`config.mk`:
```
export PLATFORM = sky130hd
export DESIGN_NAME = echo_request_input_flat
export DESIGN_NICKNAME = d
export VERILOG_FILES = /design/src/rtl/echo_request_input_if.sv /design/src/rtl/echo_request_input.sv /design/src/flat_wrapper.sv
export SDC_FILE = /design/constraint.sdc
export NUM_CORES = 1
export LEC_CHECK = 0
export BUFFER_PORTS_ARGS = -buffer_cell sky130_fd_sc_hd__buf_2
export CAP_MARGIN = 20
export CORE_MARGIN = 1
export CORE_UTILIZATION = 55
export CTS_CLUSTER_DIAMETER = 100
export DETAILED_ROUTE_END_ITERATION = 12
export PLACE_DENSITY = 0.87
export SLEW_MARGIN = 0
export SYNTH_ARGS = -nofsm -noshare
export SYNTH_HDL_FRONTEND = slang
export SYNTH_SLANG_ARGS = --single-unit
export TNS_END_PERCENT = 10
```
`constraint.sdc`:
```
create_clock -name CLK -period 2.77 [get_ports CLK]
set_input_delay 0.4155 -clock CLK [delete_from_list [all_inputs] [get_ports CLK]]
set_output_delay 0.4155 -clock CLK [all_outputs]
set_load 0.02 [all_outputs]
```
`src/rtl/echo_request_input_if.sv`:
```
`default_nettype none
// echo_request_input_if: host request words in, core say() RDY/ENA out, plus
// the message-size query and malformed-header counter of the Echo request demarshaller.
interface echo_request_input_if #(
  parameter int CNT_W = 16
);
  logic [31:0]      req_enq_v;
  logic             EN_req_enq;
  logic             RDY_req_enq;
  logic [31:0]      say_v;
  logic             say__ENA;
  logic             say__RDY;
  logic [15:0]      messageSize_size_methodNumber;
  logic [15:0]      messageSize_size;
  logic             RDY_messageSize_size;
  logic [CNT_W-1:0] err_count;
  logic             err_clear;

  modport slave (
    input  req_enq_v, EN_req_enq, say__RDY, messageSize_size_methodNumber, err_clear,
    output RDY_req_enq, say_v, say__ENA, messageSize_size, RDY_messageSize_size, err_count
  );

  modport master (
    output req_enq_v, EN_req_enq, say__RDY, messageSize_size_methodNumber, err_clear,
    input  RDY_req_enq, say_v, say__ENA, messageSize_size, RDY_messageSize_size, err_count
  );
endinterface
`default_nettype wire

```
`src/rtl/echo_request_input.sv`:
```
`default_nettype none
// echo_request_input: decodes Echo portal request messages and queues say()
// arguments in a small FIFO drained through the core's RDY/ENA handshake.
module echo_request_input #(
  parameter int DEPTH = 4,
  parameter int CNT_W = 16
) (
  input  logic                 CLK,
  input  logic                 RST,
  echo_request_input_if.slave  bus
);

  localparam int          AW       = (DEPTH > 1) ? $clog2(DEPTH) : 1;
  localparam logic [AW:0] FULL_CNT = (AW+1)'(DEPTH);

  typedef enum logic [1:0] {
    HDR     = 2'd0,
    PAYLOAD = 2'd1,
    DISCARD = 2'd2
  } state_t;

  state_t           state;
  logic [15:0]      disc_cnt;
  logic [31:0]      mem [DEPTH];
  logic [AW-1:0]    wr_ptr;
  logic [AW-1:0]    rd_ptr;
  logic [AW:0]      count;
  logic [CNT_W-1:0] err_cnt;

  logic        fifo_full;
  logic        fifo_empty;
  logic        rdy;
  logic        accept;
  logic        enq;
  logic        deq;
  logic        hdr_valid;
  logic        malformed;
  logic [15:0] hdr_method;
  logic [15:0] hdr_len;

  // A zero length field is treated as a header-only message.
  assign hdr_method = bus.req_enq_v[31:16];
  assign hdr_len    = (bus.req_enq_v[15:0] == 16'd0) ? 16'd1 : bus.req_enq_v[15:0];
  assign hdr_valid  = (hdr_method == 16'd0) && (hdr_len == 16'd2);

  assign fifo_full  = (count == FULL_CNT);
  assign fifo_empty = (count == '0);

  // Ready uses the registered count only: a dequeue this cycle does not make room now.
  assign rdy       = (state != PAYLOAD) || !fifo_full;
  assign accept    = bus.EN_req_enq && rdy;
  assign enq       = accept && (state == PAYLOAD);
  assign deq       = !fifo_empty && bus.say__RDY;
  assign malformed = accept && (state == HDR) && !hdr_valid;

  assign bus.RDY_req_enq          = rdy;
  assign bus.say__ENA             = deq;
  assign bus.say_v                = fifo_empty ? 32'd0 : mem[rd_ptr];
  assign bus.err_count            = err_cnt;
  assign bus.RDY_messageSize_size = 1'b1;
  assign bus.messageSize_size     = (bus.messageSize_size_methodNumber == 16'd0) ? 16'd32 : 16'd0;

  always_ff @(posedge CLK or posedge RST) begin
    if (RST) begin
      state    <= HDR;
      disc_cnt <= 16'd0;
    end else if (accept) begin
      case (state)
        HDR: begin
          if (hdr_valid) begin
            state <= PAYLOAD;
          end else if (hdr_len > 16'd1) begin
            state    <= DISCARD;
            disc_cnt <= hdr_len - 16'd1;
          end
        end
        PAYLOAD: state <= HDR;
        DISCARD: begin
          if (disc_cnt == 16'd1) begin
            state <= HDR;
          end
          disc_cnt <= disc_cnt - 16'd1;
        end
        default: state <= HDR;
      endcase
    end
  end

  // DEPTH is a power of two, so the pointers wrap naturally.
  always_ff @(posedge CLK or posedge RST) begin
    if (RST) begin
      wr_ptr <= '0;
      rd_ptr <= '0;
      count  <= '0;
    end else begin
      if (enq) begin
        wr_ptr <= wr_ptr + AW'(1);
      end
      if (deq) begin
        rd_ptr <= rd_ptr + AW'(1);
      end
      case ({enq, deq})
        2'b10:   count <= count + (AW+1)'(1);
        2'b01:   count <= count - (AW+1)'(1);
        default: count <= count;
      endcase
    end
  end

  always_ff @(posedge CLK) begin
    if (enq) begin
      mem[wr_ptr] <= bus.req_enq_v;
    end
  end

  always_ff @(posedge CLK or posedge RST) begin
    if (RST) begin
      err_cnt <= '0;
    end else if (bus.err_clear) begin
      err_cnt <= '0;
    end else if (malformed && (err_cnt != '1)) begin
      err_cnt <= err_cnt + CNT_W'(1);
    end
  end

endmodule
`default_nettype wire

```
`src/flat_wrapper.sv`:
```
// flat-port wrapper written by rule: the top's interface ports become plain ports
module echo_request_input_flat 
#(
  parameter int DEPTH = 4,
  parameter int CNT_W = 16
)
  (CLK, RST, bus_req_enq_v, bus_EN_req_enq, bus_say__RDY, bus_messageSize_size_methodNumber, bus_err_clear, bus_RDY_req_enq, bus_say_v, bus_say__ENA, bus_messageSize_size, bus_RDY_messageSize_size, bus_err_count);
  echo_request_input_if #(.CNT_W(CNT_W)) bus_i ();
  input  logic CLK;
  input  logic RST;
  input wire logic [$bits(bus_i.req_enq_v)-1:0] bus_req_enq_v;
  input wire logic [$bits(bus_i.EN_req_enq)-1:0] bus_EN_req_enq;
  input wire logic [$bits(bus_i.say__RDY)-1:0] bus_say__RDY;
  input wire logic [$bits(bus_i.messageSize_size_methodNumber)-1:0] bus_messageSize_size_methodNumber;
  input wire logic [$bits(bus_i.err_clear)-1:0] bus_err_clear;
  output wire logic [$bits(bus_i.RDY_req_enq)-1:0] bus_RDY_req_enq;
  output wire logic [$bits(bus_i.say_v)-1:0] bus_say_v;
  output wire logic [$bits(bus_i.say__ENA)-1:0] bus_say__ENA;
  output wire logic [$bits(bus_i.messageSize_size)-1:0] bus_messageSize_size;
  output wire logic [$bits(bus_i.RDY_messageSize_size)-1:0] bus_RDY_messageSize_size;
  output wire logic [$bits(bus_i.err_count)-1:0] bus_err_count;
  assign bus_i.req_enq_v = bus_req_enq_v;
  assign bus_i.EN_req_enq = bus_EN_req_enq;
  assign bus_i.say__RDY = bus_say__RDY;
  assign bus_i.messageSize_size_methodNumber = bus_messageSize_size_methodNumber;
  assign bus_i.err_clear = bus_err_clear;
  assign bus_RDY_req_enq = bus_i.RDY_req_enq;
  assign bus_say_v = bus_i.say_v;
  assign bus_say__ENA = bus_i.say__ENA;
  assign bus_messageSize_size = bus_i.messageSize_size;
  assign bus_RDY_messageSize_size = bus_i.RDY_messageSize_size;
  assign bus_err_count = bus_i.err_count;
  echo_request_input #(.DEPTH(DEPTH), .CNT_W(CNT_W)) u_core (.CLK(CLK), .RST(RST), .bus(bus_i));
endmodule
```
==> run_results.csv <==
group,metric,value,unit
outcome,status,"finished, violations left",
outcome,violations,"setup timing",
clock_network,clkLatencyLatePin,0.43,ns
floorplanning,num_io_pins,120,
timing,max-slew-margin-rel,55.4,%
clock_network,h-tree-depth,4,
pwr,p_leak,0.00369,uW
place,gp_congestion,0.942,
floorplanning,rows,43,
timing,finalSetupViolations,4,
floorplanning,start_util,57.4,%
pwr,ir_worst_vdd,0.523,mV
global_routing,track_usage,25.7,%
finish,mostFrequentLayoutCells,"edfxtp_1 (128), buf_2 (100), buf_4 (45)",
finish,drive_above_1_share,33.7,%
timing,fin_skew,0.00824,ns
pwr,finalPower,7930,uW
synthesis,synth_edf_count,128,
pwr,pwr-share-clk,29.8,%
timing,drv_slew,0,
pwr,p_seq_share,39.5,%
route,drtIter0Drc,540,
finish,diodes,0,
synthesis,synthCells,583,
global_routing,grt-ovfl-total,0,
finish,fin_util,70.1,%
finish,layout_commonest_cell,"edfxtp_1",
worst_setup_path,crit_arrival,3.17,ns
worst_setup_path,rr_worst_depth,6,
route,routed_via_density,6.15,
timing,rsz0062_at_grt,"yes",
worst_setup_path,cp.required,3.12,ns
floorplanning,core_area,14100,sq um
synthesis,synth_top_cell_area_share,47.5,%
pwr,p_switching,2520,uW
run,drv_cap,0,
clock_network,clock_path_buffers,2,
worst_setup_path,crit_type,"input pin to flop",
finish,fin_area,9890,sq um
synthesis,ys_types,62,
worst_setup_path,cp-start-kind,"input pin",
clock_network,cts_hold_buf,0,
synthesis,netlist_area,8090,sq um
place,placed_area,9120,sq um
timing,fin_ws,-0.0440,ns
global_routing,grt_max_degree,33,
worst_setup_path,regToRegSetupSlack,0.42,ns
clock_network,root_buffer,"clkbuf_16",
pwr,comb_power_share,30.7,%
timing,hold_violations,0,
synthesis,yosysWarnings,0,
pwr,p_int,5410,uW
clock_network,path_clk_slew,0.06,ns
timing,max_freq,355,MHz
worst_setup_path,reg2reg_to,"u_core.bus.err_count[12]",
route,drt-total-wl,18700,microns
pwr,p_sw_share,31.8,%
worst_setup_path,endpoint_kind,"flop",
min_path,hold_path_class,"input pin to async pin",
synthesis,syn_avg_cell_area,13.9,sq um
timing,min_period,2.81,ns
route,detail-route-antenna-nets,0,
global_routing,grt_pass1_vias,5511,
floorplanning,die_w,123,microns
timing,worst_slew_pin_slew,0.668,ns
place,port_buffers,103,
synthesis,synthArstFlopShare,24.3,%
synthesis,synthFlopType,"edfxtp_1",
global_routing,grt_pass1_wl,28900,microns
finish,fin_nets,791,
clock_network,clkSinkCount,169,
floorplanning,dieArea,15200,sq um
clock_network,cts_tree,"yes",
timing,holdWs,0.0740,ns
synthesis,synth_seq_cells,169,
worst_setup_path,worstReg2RegStart,"u_core.bus.err_count[0]",
route,num_vias,5652,
worst_setup_path,crit_fanout,7,
finish,fillers,951,
global_routing,antenna_found_initial,0,
synthesis,seq_area_frac_synth,60.2,%
floorplanning,die_y,123,microns
clock_network,cts_made_buffers,17,
route,drc,0,
pwr,power_density,802,nW/um^2
place,hpwl,12200,microns
finish,area_delta_synth_final,22.2,%
synthesis,synth_area_leaders,"edfxtp_1 (48%), dfrtp_1 (13%), mux4_2 (8.9%)",
synthesis,synth_top_cell_by_area,"edfxtp_1",
route,avgRoutedWirePerCell,20.4,microns
route,drtPass1Iterations,5,
timing,period_share,102,%
[flip-flops by register name, indices dropped and copies added, names as in the netlist]
signal	count
u_core.count	3
u_core.state	2
u_core.wr_ptr	2
u_core.rd_ptr	2
u_core.bus.err_count	16
u_core.disc_cnt	16
u_core.mem	128
[per-layer routing]
layer,vias up,routed length [microns],track usage [%]
met4,0,400,9.04
met5,-,0,0
met2,282,9530,41.8
met1,2810,7470,33.7
met3,37,1320,6.27
li1,2523,-,-
[worst max-delay path, cell delays in order]
cell	delay (ns)
buf_6	0.09
or4_4	0.56
nor4_4	0.36
or2_1	0.19
inv_2	0.06
ha_4	0.15
nor4b_4	0.13
and3_4	0.18
and4b_4	0.25
buf_12	0.15
or4_4	0.47
a21oi_2	0.15
[logic make-up (layout without fill, tap and decap cells)]
kind of cell,after synthesis,in the layout,synth area share [%]
and+or+nand+nor,203,203,15.3
DFF,169,169,60.2
AOI/OAI and AO/OA,77,77,6.28
buffers and inverters,60,202,3.90
muxes,46,46,10.8
xor gates and xnor gates,14,14,1.52
adders and majority gates,12,12,1.95
other,2,16,0.0928
[area by class of cell]
cell class              instances  area, sq um  area share, %
clock buffers                  21          440           4.46
clock inverters                11          148           1.49
inverters                      16         62.6          0.633
multi-input cells             368         3130           31.7
flip-flops and latches        169         4870           49.3
well taps                     180          225           2.28
repair buffers                154         1000           10.2
[stage by stage]
step	worst slack [ns]	instances	setup TNS, ns
after global placement	-0.453	883	-8.66
after CTS	-0.0329	917	-0.0748
after detailed placement	-0.528	883	-10.77
after floorplan	-0.298	597	-2.72
after global routing	-0.0823	919	-0.293
final	-0.0440	919	-0.113
[what timing repair did]
item,in CTS,in global routing
endpoints found under the setup margin,9,15
gates resized for setup,6,15
cloned,1,1
pin swaps,13,15
buffers inserted,1,1
[power by group through the flow]
stage                     sequential [uW]  combinational, uW  clock, uW
after global placement               3160               2350          0
after detailed placement             3180               2410          0
after global routing                 3160               2640       2490
final                                3130               2430       2360
after floorplan                      3050               1780          0
after CTS                            3130               2450       2390
[cell usage after synthesis, types with 9 or more instances]
cell      number
edfxtp_1     128
dfrtp_1       41
nor2b_1       41
mux4_2        32
nor2_1        27
o21ai_0       22
clkbuf_1      19
nand3_1       19
buf_4         18
nor4_1        18
nand2_1       17
nor3_1        17
inv_1         15
a21oi_1       14
or4_1         14
ha_1          11
nand4_1        9
o31ai_1        9
[worst max-delay path by stage]
| stage | start | slack (ns) | cells after the start | end |
|---|---|---|---|---|
| 6_report | bus_req_enq_v[10] | -0.04 | 12 | u_core.bus.err_count[8] |
| 3_5_place_dp | bus_req_enq_v[13] | -0.53 | 12 | u_core.bus.err_count[14] |
| 4_1_cts | bus_req_enq_v[9] | -0.03 | 12 | u_core.bus.err_count[8] |
| 2_1_floorplan | bus_req_enq_v[2] | -0.30 | 12 | u_core.bus.err_count[2] |
| 5_1_grt | bus_req_enq_v[10] | -0.08 | 12 | u_core.bus.err_count[0] |
| 3_3_place_gp | bus_req_enq_v[13] | -0.45 | 12 | u_core.bus.err_count[2] |
Note: power is estimated with default switching activity, not from simulation.
